===== config.mk =====
export PLATFORM = sky130hd
export DESIGN_NAME = display_scan_scheduler
export DESIGN_NICKNAME = d
export VERILOG_FILES = /design/src/rtl/display_scan_scheduler.sv
export SDC_FILE = /design/constraint.sdc
export NUM_CORES = 1
export LEC_CHECK = 0
export CAP_MARGIN = 20
export CORE_MARGIN = 1.5
export CORE_UTILIZATION = 50
export CTS_CLUSTER_DIAMETER = 60
export DETAILED_ROUTE_END_ITERATION = 7
export PLACE_DENSITY = 0.7
export SETUP_SLACK_MARGIN = 0.05
export SYNTH_ARGS = -nofsm -noshare
export SYNTH_HDL_FRONTEND = slang
export SYNTH_SLANG_ARGS = --single-unit

===== constraint.sdc =====
create_clock -name clk_i -period 4.8 [get_ports clk_i]
set_clock_uncertainty 0.1 [all_clocks]
set_input_delay 0.96 -clock clk_i [delete_from_list [all_inputs] [get_ports clk_i]]
set_output_delay 0.96 -clock clk_i [all_outputs]
set_load 0.02 [all_outputs]

===== src/rtl/display_scan_scheduler.sv =====
// display_scan_scheduler
//   Time-multiplexes four digit values onto a single seven-segment decoder.
//   Writes go to a shadow bank. A commit request copies shadow to the active
//   bank only at the frame edge, so a frame is never shown half old and half new.
//
// Ports
//   clk_i               system clock, rising edge
//   rst_ni              asynchronous active-low reset
//   wr_en_i             write digit_data_i/dot_data_i into shadow[wr_addr_i]
//   wr_addr_i [1:0]     shadow digit index
//   digit_data_i        digit value for the addressed cell
//   dot_data_i          dot for the addressed cell (1 = dot off)
//   commit_i            one-cycle request to copy shadow->active at next frame edge
//   wr_ack_o            one-cycle pulse the cycle after a write
//   commit_pending_o    commit requested, copy not yet done
//   frame_tick_o        one-cycle pulse at the start of each new frame
//   binary_o            value of the scanned digit
//   segment_o [1:0]     index of the scanned cell
//   dot_o               dot of the scanned digit

module display_scan_scheduler #(
  parameter int DATA_W      = 4,
  parameter int REFRESH_DIV = 100000,
  parameter int CNT_W       = 17
) (
  input  logic              clk_i,
  input  logic              rst_ni,
  input  logic              wr_en_i,
  input  logic [1:0]        wr_addr_i,
  input  logic [DATA_W-1:0] digit_data_i,
  input  logic              dot_data_i,
  input  logic              commit_i,
  output logic              wr_ack_o,
  output logic              commit_pending_o,
  output logic              frame_tick_o,
  output logic [DATA_W-1:0] binary_o,
  output logic [1:0]        segment_o,
  output logic              dot_o
);

  localparam logic [CNT_W-1:0] CNT_RELOAD = CNT_W'(REFRESH_DIV - 1);

  // cnt_q holds the cycles still to go for the current digit. It starts at
  // REFRESH_DIV-1 and counts down, so reaching zero is the last cycle of a digit.
  logic [CNT_W-1:0]             cnt_q, cnt_d;
  logic [1:0]                   ptr_q, ptr_d;
  logic [3:0][DATA_W-1:0]       shadow_val_q, shadow_val_d;
  logic [3:0]                   shadow_dot_q, shadow_dot_d;
  logic [3:0][DATA_W-1:0]       active_val_q, active_val_d;
  logic [3:0]                   active_dot_q, active_dot_d;
  logic                         pending_q, pending_d;
  logic                         wr_ack_q, wr_ack_d;
  logic                         frame_tick_q, frame_tick_d;

  logic                         digit_last;
  logic                         frame_edge;

  assign digit_last = (cnt_q == '0);
  assign frame_edge = digit_last && (ptr_q == 2'd3);

  always_comb begin
    cnt_d        = digit_last ? CNT_RELOAD : cnt_q - CNT_W'(1);
    ptr_d        = digit_last ? ptr_q + 2'd1 : ptr_q;

    shadow_val_d = shadow_val_q;
    shadow_dot_d = shadow_dot_q;
    if (wr_en_i) begin
      shadow_val_d[wr_addr_i] = digit_data_i;
      shadow_dot_d[wr_addr_i] = dot_data_i;
    end

    // The copy reads the registered shadow, so a write landing on the copy
    // edge stays in shadow only and waits for the next commit.
    active_val_d = active_val_q;
    active_dot_d = active_dot_q;
    if (frame_edge && (pending_q || commit_i)) begin
      active_val_d = shadow_val_q;
      active_dot_d = shadow_dot_q;
    end

    // A commit arriving on the frame edge is served at once and never pends.
    if (frame_edge)    pending_d = 1'b0;
    else if (commit_i) pending_d = 1'b1;
    else               pending_d = pending_q;

    wr_ack_d     = wr_en_i;
    frame_tick_d = frame_edge;
  end

  always_ff @(posedge clk_i or negedge rst_ni) begin
    if (!rst_ni) begin
      cnt_q        <= CNT_RELOAD;
      ptr_q        <= 2'd0;
      shadow_val_q <= '0;
      shadow_dot_q <= '1;
      active_val_q <= '0;
      active_dot_q <= '1;
      pending_q    <= 1'b0;
      wr_ack_q     <= 1'b0;
      frame_tick_q <= 1'b0;
    end else begin
      cnt_q        <= cnt_d;
      ptr_q        <= ptr_d;
      shadow_val_q <= shadow_val_d;
      shadow_dot_q <= shadow_dot_d;
      active_val_q <= active_val_d;
      active_dot_q <= active_dot_d;
      pending_q    <= pending_d;
      wr_ack_q     <= wr_ack_d;
      frame_tick_q <= frame_tick_d;
    end
  end

  assign segment_o        = ptr_q;
  assign binary_o         = active_val_q[ptr_q];
  assign dot_o            = active_dot_q[ptr_q];
  assign wr_ack_o         = wr_ack_q;
  assign commit_pending_o = pending_q;
  assign frame_tick_o     = frame_tick_q;

endmodule


==> impl_metrics.env, run 1 <==
export IMPL_htree_levels=3
export IMPL_r2r_end="active_val_q[9]"
export IMPL_hold_buffers=0
export IMPL_finalSetupViolations=0
export IMPL_path_max_fanout=8
export IMPL_grt_max_degree=63
export IMPL_yosysSeqAreaShare_pct=56.4
export IMPL_worstSetupPathType="reg -> out"
export IMPL_root_buffer="clkbuf_8"
export IMPL_core_sq_mm=0.00544
export IMPL_grt_pass1_vias=1820
export IMPL_cts_tree="done"
export IMPL_p_per_area_mw_per_mm2=318
export IMPL_start_util_pct=51.3
export IMPL_hold_viol=0
export IMPL_layout_nets=230
export IMPL_drive_above_1_share_pct=38.9
export IMPL_die_w_um=77.7
export IMPL_period_needed_ns=3.18
export IMPL_fillCellCount=422
export IMPL_drv_cap=0
export IMPL_synthArstFlopShare_pct=100
export IMPL_io_pin_count=21
export IMPL_synth_fp_nets=202
export IMPL_cts_sinks=62
export IMPL_max_freq_mhz=314
export IMPL_tightest_slew_ns=0.793
export IMPL_dr_pass1_iters=4
export IMPL_avgRoutedWirePerCell_um=17.6
export IMPL_numCtsBuffers=9
export IMPL_ys_warn_count=0
export IMPL_max_slew_margin_pct=47.0
export IMPL_overflow=0
export IMPL_drtAntennaViolNets=0
export IMPL_seq_area_sq_mm=0.00157
export IMPL_post_cts_buffers=0
export IMPL_min_to="cnt_q[0]"
export IMPL_clk_latency_ns=0.33
export IMPL_worstReg2RegStart="cnt_q[0]"
export IMPL_cts_max_path_buffers=2
export IMPL_gp_congestion=0.793
export IMPL_dp_cells=277
export IMPL_post_layout_nonfiller_instances=293
export IMPL_avgSynthCellArea_sq_um=14.9
export IMPL_netlist_top_cells_area="dfrtp_1 (39%), dfstp_2 (17%), mux2_4 (11%)"
export IMPL_vias_per_cell=5.53
export IMPL_yosys_cell_types_count=38
export IMPL_syn_inst=188
export IMPL_peakVddDrop_mv=0.249
export IMPL_dieArea_sq_mm=0.00604
export IMPL_finalSetupTns_ns=0
export IMPL_drc=0
export IMPL_rsz0062_at_grt="false"
export IMPL_dieHeight_um=77.7
export IMPL_worstSetupEndpointType="output port"
export IMPL_start_kind="flip-flop"
export IMPL_finalCritPeriodShare_pct=66.3
export IMPL_synthTopCellsByCount="dfrtp_1 (44), mux2_2 (21), mux2_4 (20)"
export IMPL_maxSlewViolCount=0
export IMPL_synth_edf_count=0
export IMPL_finalWirelength_um=5170
export IMPL_synthDominantCellAreaShare_pct=39.4
export IMPL_ctsResizeCount=0
export IMPL_r2r_cells=7
export IMPL_p_leak_nw=1.42
export IMPL_drt_iter0_markers=88
export IMPL_dp_hpwl_um=3580
export IMPL_arrival_ns=2.12
export IMPL_antenna_found_initial=0
export IMPL_synth_area_sq_mm=0.00279
export IMPL_clkTransAtPathRegs_ns=0.06
export IMPL_area_growth_pct=15.4
export IMPL_yosys_most_used_dff="dfrtp_1"
export IMPL_synth_seq_cells=62
export IMPL_track_usage_pct=19.6
export IMPL_n_antenna_cell=0
export IMPL_synth_most_common_cell="dfrtp_1"
export IMPL_synth_top_area_cell="dfrtp_1"
export IMPL_worstHoldStart="cnt_q[0]"
export IMPL_rows=27
export IMPL_outcome="completed"
export IMPL_reg2reg_slack_ns=2.17
export IMPL_num_vias=1621
export IMPL_hold_depth=1
export IMPL_grt_pass1_wl_um=8870
export IMPL_portBuffers=20
export IMPL_cp_required_ns=3.74
export IMPL_multi_input_area_sq_mm=0.00118
export IMPL_min_path_type="reg -> reg"
-- per-stage QoR --
step | power, mW | instance area (sq um) | utilization, % | setup slack, ns | hold WS, ns
after CTS | 1.04 | 3220 | 59.2 | 1.57 | 0.374
after detailed placement | 0.650 | 3060 | 56.2 | 1.93 | 0.359
final | 1.02 | 3220 | 59.2 | 1.62 | 0.369
after floorplan | 0.614 | 2790 | - | 2.31 | 0.340
after global placement | 0.641 | 3060 | 56.2 | 1.95 | 0.350
after global routing | 1.07 | 3220 | 59.2 | 1.51 | 0.380
-- cell families after synthesis --
logic type	after synthesis	share of synthesized area, %
compound gates	8	1.93
xor+xnor	8	2.51
fa+ha+maj	3	1.34
buf+inv	7	1.48
flops	62	56.4
mux	47	23.6
simple gates	53	12.8
-- state kept, by name, summed over array words and instances (netlist names) --
name and flops:
active_dot_q 4, active_val_q 16, cnt_q 17, commit_pending_o 1, frame_tick_o 1, segment_o 2
shadow_dot_q 4, shadow_val_q 16, wr_ack_o 1
-- routing by layer --
layer,wire length [um],track usage [%]
met5,0,0
met4,82,10.0
met3,117,3.29
met2,2730,33.1
met1,2240,24.2
-- how the worst max path moves through the flow --
stage,startpoint,end,slack (ns),cells after the start
after floorplan,segment_o[0],binary_o[0],2.31,2
after global placement,segment_o[0],dot_o,1.95,2
after detailed placement,wr_en_i,shadow_val_q[2],1.93,3
after CTS,segment_o[0],binary_o[0],1.57,2
after global routing,segment_o[0],binary_o[0],1.51,2
final,segment_o[0],binary_o[0],1.62,2
-- cells in the final DEF, fill, tap and decap left out, drive strengths merged --
cell type,Yosys,final
a21o,1,1
nand4b,2,2
o41ai,1,1
or3,4,4
ha,3,3
a22o,1,1
clkdlybuf4s50,0,19
nor4,5,5
clkinv,0,2
a31oi,1,1
nor4b,1,1
mux2i,1,1
o21ai,1,1
mux2,41,41
or4b,1,1
a21oi,2,2
dfstp,18,18
xor2,4,4
nand3b,2,2
nand4,1,1
nand2,13,13
nand3,5,5
xnor2,4,4
and2,1,1
nor2,10,10
dfrtp,44,44
or4,3,3
clkbuf,3,14
nor3b,3,3
nor3,2,2
buf,2,3
o31ai,1,1
mux4,5,5
inv,2,2
-- area by class of cell --
class / instances / area share [%]
clock buffers: 14 / 4.74
clock inverters: 2 / 0.311
inverters: 2 / 0.233
multi-input cells: 119 / 36.5
flip-flops and latches: 62 / 48.9
well taps: 72 / 2.80
repair buffers: 22 / 6.52
-- critical path, stage by stage, from the launching register on --
cell	delay, ns
dfrtp_1	0.66
mux4_2	0.58
clkdlybuf4s50_1	0.56
-- report_power, final --
group,total [mW],internal [mW],switching (mW)
combinational,0.0607,0.0348,0.0259
sequential,0.578,0.560,0.0180
clock,0.385,0.201,0.185
Note: power is estimated with default switching activity, not from simulation.
==> run 2, diff against run 1 <==
Clock period 4.8 ns to 3 ns, I/O delays scaled along.
==> run 2 against run 1 <==
First-iteration DRC count shrank 35%. Sequential share of layout area down 0.71 points. Worst hold slack worse by 0.072 ns. Wire length rose by 1.2%. Critical endpoint is now binary_o[3]. Largest cell class unchanged.
==> impl_metrics.env, run 2 (synthesis results as in run 1) <==
export IMPL_cts_max_path_buffers=2
export IMPL_dp_hpwl_um=3610
export IMPL_largest_register_ffs=17
export IMPL_finalCritPeriodShare_pct=93.3
export IMPL_vias_per_cell=5.47
export IMPL_max_freq_mhz=357
export IMPL_drc=0
export IMPL_r2r_cells=7
export IMPL_finalWirelength_um=5230
export IMPL_crit_chain="mux4_2 > clkdlybuf4s50_1"
export IMPL_slowest_stage="dfrtp_1"
export IMPL_max_slew_margin_pct=38.4
export IMPL_io_pin_count=21
export IMPL_root_buffer="clkbuf_8"
export IMPL_drv_cap=0
export IMPL_gp_congestion=0.790
export IMPL_cts_sinks=62
export IMPL_die_w_um=77.7
export IMPL_reg2reg_slack_ns=0.51
export IMPL_reg_largest_list="cnt_q (17), active_val_q (16), shadow_val_q (16)"
export IMPL_maxSlewViolCount=0
export IMPL_grt_pass1_vias=1822
export IMPL_overflow=0
export IMPL_track_usage_pct=20.1
export IMPL_r2r_end="active_val_q[13]"
export IMPL_period_needed_ns=2.80
export IMPL_path_max_fanout=8
export IMPL_grt_max_degree=44
export IMPL_worstSetupPathType="reg -> out"
export IMPL_p_leak_nw=1.45
export IMPL_crit_family="flip-flops"
export IMPL_clkTransAtPathRegs_ns=0.07
export IMPL_n_antenna_cell=0
export IMPL_ctsResizeCount=0
export IMPL_cts_tree="done"
export IMPL_grt_pass1_wl_um=8960
export IMPL_portBuffers=20
export IMPL_numCtsBuffers=9
export IMPL_antenna_found_initial=0
export IMPL_dpl_cell_area_sq_mm=0.00310
export IMPL_max_stage_delay_ns=0.62
export IMPL_htree_levels=3
export IMPL_peakVddDrop_mv=0.320
export IMPL_largest_register="cnt_q"
export IMPL_area_growth_pct=17.1
export IMPL_finalSetupViolations=0
export IMPL_start_util_pct=51.3
export IMPL_finalSetupTns_ns=0
export IMPL_avgRoutedWirePerCell_um=17.6
export IMPL_p_per_area_mw_per_mm2=504
export IMPL_core_sq_mm=0.00544
export IMPL_cp_num_buf_inv=1
export IMPL_drive_above_1_share_pct=40.9
export IMPL_hold_buffers=0
export IMPL_hold_viol=0
export IMPL_power_mw=1.65
export IMPL_rows=27
export IMPL_tightest_slew_ns=0.924
export IMPL_min_path_type="in -> async"
export IMPL_drt_iter0_markers=57
export IMPL_dr_pass1_iters=4
export IMPL_fin_area_sq_mm=0.00327
export IMPL_start_kind="flip-flop"
export IMPL_post_cts_buffers=0
export IMPL_num_vias=1625
export IMPL_dieHeight_um=77.7
export IMPL_arrival_ns=2.10
export IMPL_clk_latency_ns=0.34
export IMPL_drtAntennaViolNets=0
export IMPL_final_common_cell="dfrtp_1"
export IMPL_mostFrequentLayoutCells="dfrtp_1 (44), mux2_2 (21), mux2_4 (20), clkdlybuf4s50_1 (19), dfstp_2 (18)"
export IMPL_outcome="completed"
export IMPL_dieArea_sq_mm=0.00604
export IMPL_worstSetupEndpointType="output port"
export IMPL_worstReg2RegStart="cnt_q[0]"
export IMPL_layout_nets=234
export IMPL_rsz0062_at_grt="false"
export IMPL_fillCellCount=421
export IMPL_cp_required_ns=2.30
run 2: cell types whose count changed in the layout (fill, tap and decap cells not counted), sizes merged:
cell | previous run | this run
clkinv | 2 | 3
clkinvlp | 0 | 1
buf | 3 | 7
clkbuf | 14 | 12
run 2: metal layers:
layer | wire length (um) | track usage [%] | share of wire (%) | vias up
li1 | - | - | - | 748
met1 | 2140 | 22.5 | 41 | 846
met4 | 102 | 8.00 | 2.0 | 0
met2 | 2790 | 34.5 | 53 | 21
met5 | 0 | 0 | 0 | -
met3 | 195 | 7.18 | 3.7 | 10
run 2: power by group:
group          total [mW]  internal (mW)  leakage, nW  switching [mW]
Sequential          0.923          0.896        0.745          0.0266
Clock               0.626          0.318       0.0861           0.308
Combinational      0.0983         0.0571        0.616          0.0412
Total                1.65           1.27         1.45           0.376
run 2: how the worst max path moves through the flow:
stage / depth (start not counted) / slack [ns] / start / to
global placement: 2 / 0.53 / segment_o[0] / dot_o
floorplan: 7 / 0.83 / cnt_q[0] / active_val_q[0]
detailed placement: 7 / 0.53 / cnt_q[0] / active_val_q[7]
finish: 2 / 0.20 / segment_o[0] / binary_o[3]
global route: 2 / 0.1 / segment_o[0] / binary_o[3]
CTS: 2 / 0.15 / segment_o[0] / binary_o[3]
run 2: through the flow:
step	util [%]	hold slack [ns]	setup slack (ns)	std cells
floorplan	-	0.204	0.828	188
global placement	57.0	0.350	0.527	281
global route	60.1	0.370	0.0999	297
finish	60.1	0.297	0.200	297
CTS	60.1	0.325	0.155	297
detailed placement	57.0	0.355	0.525	281
run 2: layout make-up:
| cell class | count | area, sq um | share of cell area (%) |
|---|---|---|---|
| Sequential cell | 62 | 1570 | 48.1 |
| Multi-Input combinational cell | 119 | 1180 | 36.0 |
| Tap cell | 72 | 90.1 | 2.76 |
| Clock buffer | 12 | 145 | 4.44 |
| Clock inverter | 4 | 22.5 | 0.689 |
| Inverter | 2 | 7.51 | 0.230 |
| Timing Repair Buffer | 26 | 253 | 7.73 |
==> run 3, diff against run 2 <==
Clock period 3 ns to 2.95 ns, I/O delays scaled along.
==> run 3 against run 2 <==
Worst hold slack worse by 0.21 ns. Largest cell class unchanged. Final area down 0.15%. Sequential cell count stayed put. Wire length decreased by 0.94%. Cell count did not move. Worst setup slack lost 0.066 ns. Largest power group unchanged. Critical path type unchanged. Sequential share of layout area up 0.074 points.
==> impl_metrics.env, run 3 (synthesis results as in run 1) <==
export IMPL_outcome="completed"
export IMPL_r2r_end="active_val_q[15]"
export IMPL_worstSetupEndpointType="output port"
export IMPL_max_freq_mhz=355
export IMPL_largest_register_ffs=17
export IMPL_cp_num_buf_inv=1
export IMPL_slowest_stage="dfrtp_1"
export IMPL_cts_max_path_buffers=2
export IMPL_max_slew_margin_pct=61.6
export IMPL_reg_largest_list="cnt_q (17), active_val_q (16), shadow_val_q (16)"
export IMPL_path_max_fanout=8
export IMPL_finalSetupTns_ns=0
export IMPL_finalWirelength_um=5180
export IMPL_seqPwrFrac_pct=56.2
export IMPL_hold_viol=0
export IMPL_fillCellCount=430
export IMPL_grt_max_degree=27
export IMPL_dieArea_sq_mm=0.00604
export IMPL_die_w_um=77.7
export IMPL_start_util_pct=51.3
export IMPL_largest_register="cnt_q"
export IMPL_hold_buffers=0
export IMPL_clk_latency_ns=0.34
export IMPL_cts_tree="done"
export IMPL_share_comb_of_total_power_pct=6.0
export IMPL_period_needed_ns=2.82
export IMPL_peakVddDrop_mv=0.392
export IMPL_reg2reg_slack_ns=0.46
export IMPL_dp_hpwl_um=3550
export IMPL_p_leak_nw=1.45
export IMPL_tightest_slew_ns=0.573
export IMPL_area_growth_pct=16.9
export IMPL_finalSetupViolations=0
export IMPL_cp_required_ns=2.26
export IMPL_io_pin_count=21
export IMPL_antenna_found_initial=0
export IMPL_crit_family="flip-flops"
export IMPL_portBuffers=20
export IMPL_post_cts_buffers=0
export IMPL_switching_share_pct=22.6
export IMPL_overflow=0
export IMPL_max_stage_delay_ns=0.66
export IMPL_dp_cells=281
export IMPL_clkTransAtPathRegs_ns=0.07
export IMPL_drtAntennaViolNets=0
export IMPL_vias_per_cell=5.48
export IMPL_worstReg2RegStart="cnt_q[0]"
export IMPL_drt_iter0_markers=96
export IMPL_min_path_type="in -> async"
export IMPL_dpl_cell_area_sq_mm=0.00310
export IMPL_core_sq_mm=0.00544
export IMPL_cts_sinks=62
export IMPL_dr_pass1_iters=4
export IMPL_n_antenna_cell=0
export IMPL_fin_area_sq_mm=0.00326
export IMPL_drv_cap=0
export IMPL_root_buffer="clkbuf_8"
export IMPL_grt_pass1_vias=1764
export IMPL_power_mw=1.67
export IMPL_track_usage_pct=19.5
export IMPL_avgRoutedWirePerCell_um=17.4
export IMPL_arrival_ns=2.13
export IMPL_p_switching_uw=378
export IMPL_r2r_cells=7
export IMPL_grt_pass1_wl_um=8760
export IMPL_numCtsBuffers=9
export IMPL_clkPwrFrac_pct=37.8
export IMPL_finalCritPeriodShare_pct=95.5
export IMPL_htree_levels=3
export IMPL_p_per_area_mw_per_mm2=513
export IMPL_post_layout_nonfiller_instances=297
export IMPL_ctsResizeCount=0
export IMPL_worstSetupPathType="reg -> out"
export IMPL_seq_area_sq_mm=0.00157
export IMPL_intPower_mw=1.30
export IMPL_crit_chain="mux4_2 > clkdlybuf4s50_1"
export IMPL_gp_congestion=0.755
export IMPL_drive_above_1_share_pct=40.0
export IMPL_start_kind="flip-flop"
export IMPL_drc=0
export IMPL_num_vias=1629
export IMPL_rows=27
export IMPL_mostFrequentLayoutCells="dfrtp_1 (44), mux2_2 (21), mux2_4 (20), clkdlybuf4s50_1 (19), dfstp_2 (18)"
export IMPL_final_common_cell="dfrtp_1"
export IMPL_maxSlewViolCount=0
export IMPL_final_util_pct=60.0
export IMPL_dieHeight_um=77.7
export IMPL_rsz0062_at_grt="false"
export IMPL_multi_input_area_sq_mm=0.00118
export IMPL_layout_nets=234
[run 3: worst max path at each step]
| stage | from | to | slack, ns | cells past startpoint |
|---|---|---|---|---|
| finish | segment_o[0] | binary_o[3] | 0.13 | 2 |
| global route | segment_o[0] | binary_o[0] | 0.05 | 2 |
| CTS | segment_o[0] | binary_o[3] | 0.10 | 2 |
| detailed placement | cnt_q[0] | active_val_q[3] | 0.48 | 7 |
| global placement | segment_o[0] | binary_o[0] | 0.49 | 2 |
| floorplan | cnt_q[0] | active_val_q[0] | 0.78 | 7 |
[run 3: power by group through the flow]
stage	Combinational, mW	Clock [mW]	Sequential (mW)
2_1_floorplan	0.0547	0	0.945
6_report	0.0998	0.634	0.941
5_1_grt	0.111	0.689	0.946
3_3_place_gp	0.0957	0	0.948
3_5_place_dp	0.102	0	0.956
4_1_cts	0.102	0.651	0.941
[run 3: final cells by class]
class,instances,share of cell area [%]
Clock buffer,14,4.68
Clock inverter,2,0.307
Tap cell,72,2.76
Multi-Input combinational cell,119,36.1
Sequential cell,62,48.2
Timing Repair Buffer,26,7.74
Inverter,2,0.230
[run 3: stage by stage]
step	hold slack (ns)	setup WS, ns
2_1_floorplan	0.194	0.778
3_3_place_gp	0.349	0.488
3_5_place_dp	0.362	0.481
4_1_cts	0.0852	0.104
5_1_grt	0.0981	0.0535
6_report	0.0844	0.134
[run 3: metal layers]
layer  up-vias  wire length [um]  global-route usage, %
li1        749                 -                      -
met1       847              2350                   24.4
met2        23              2580                   31.7
met3        10               161                   4.82
met4         0                88                   8.91
met5         -                 0                      0
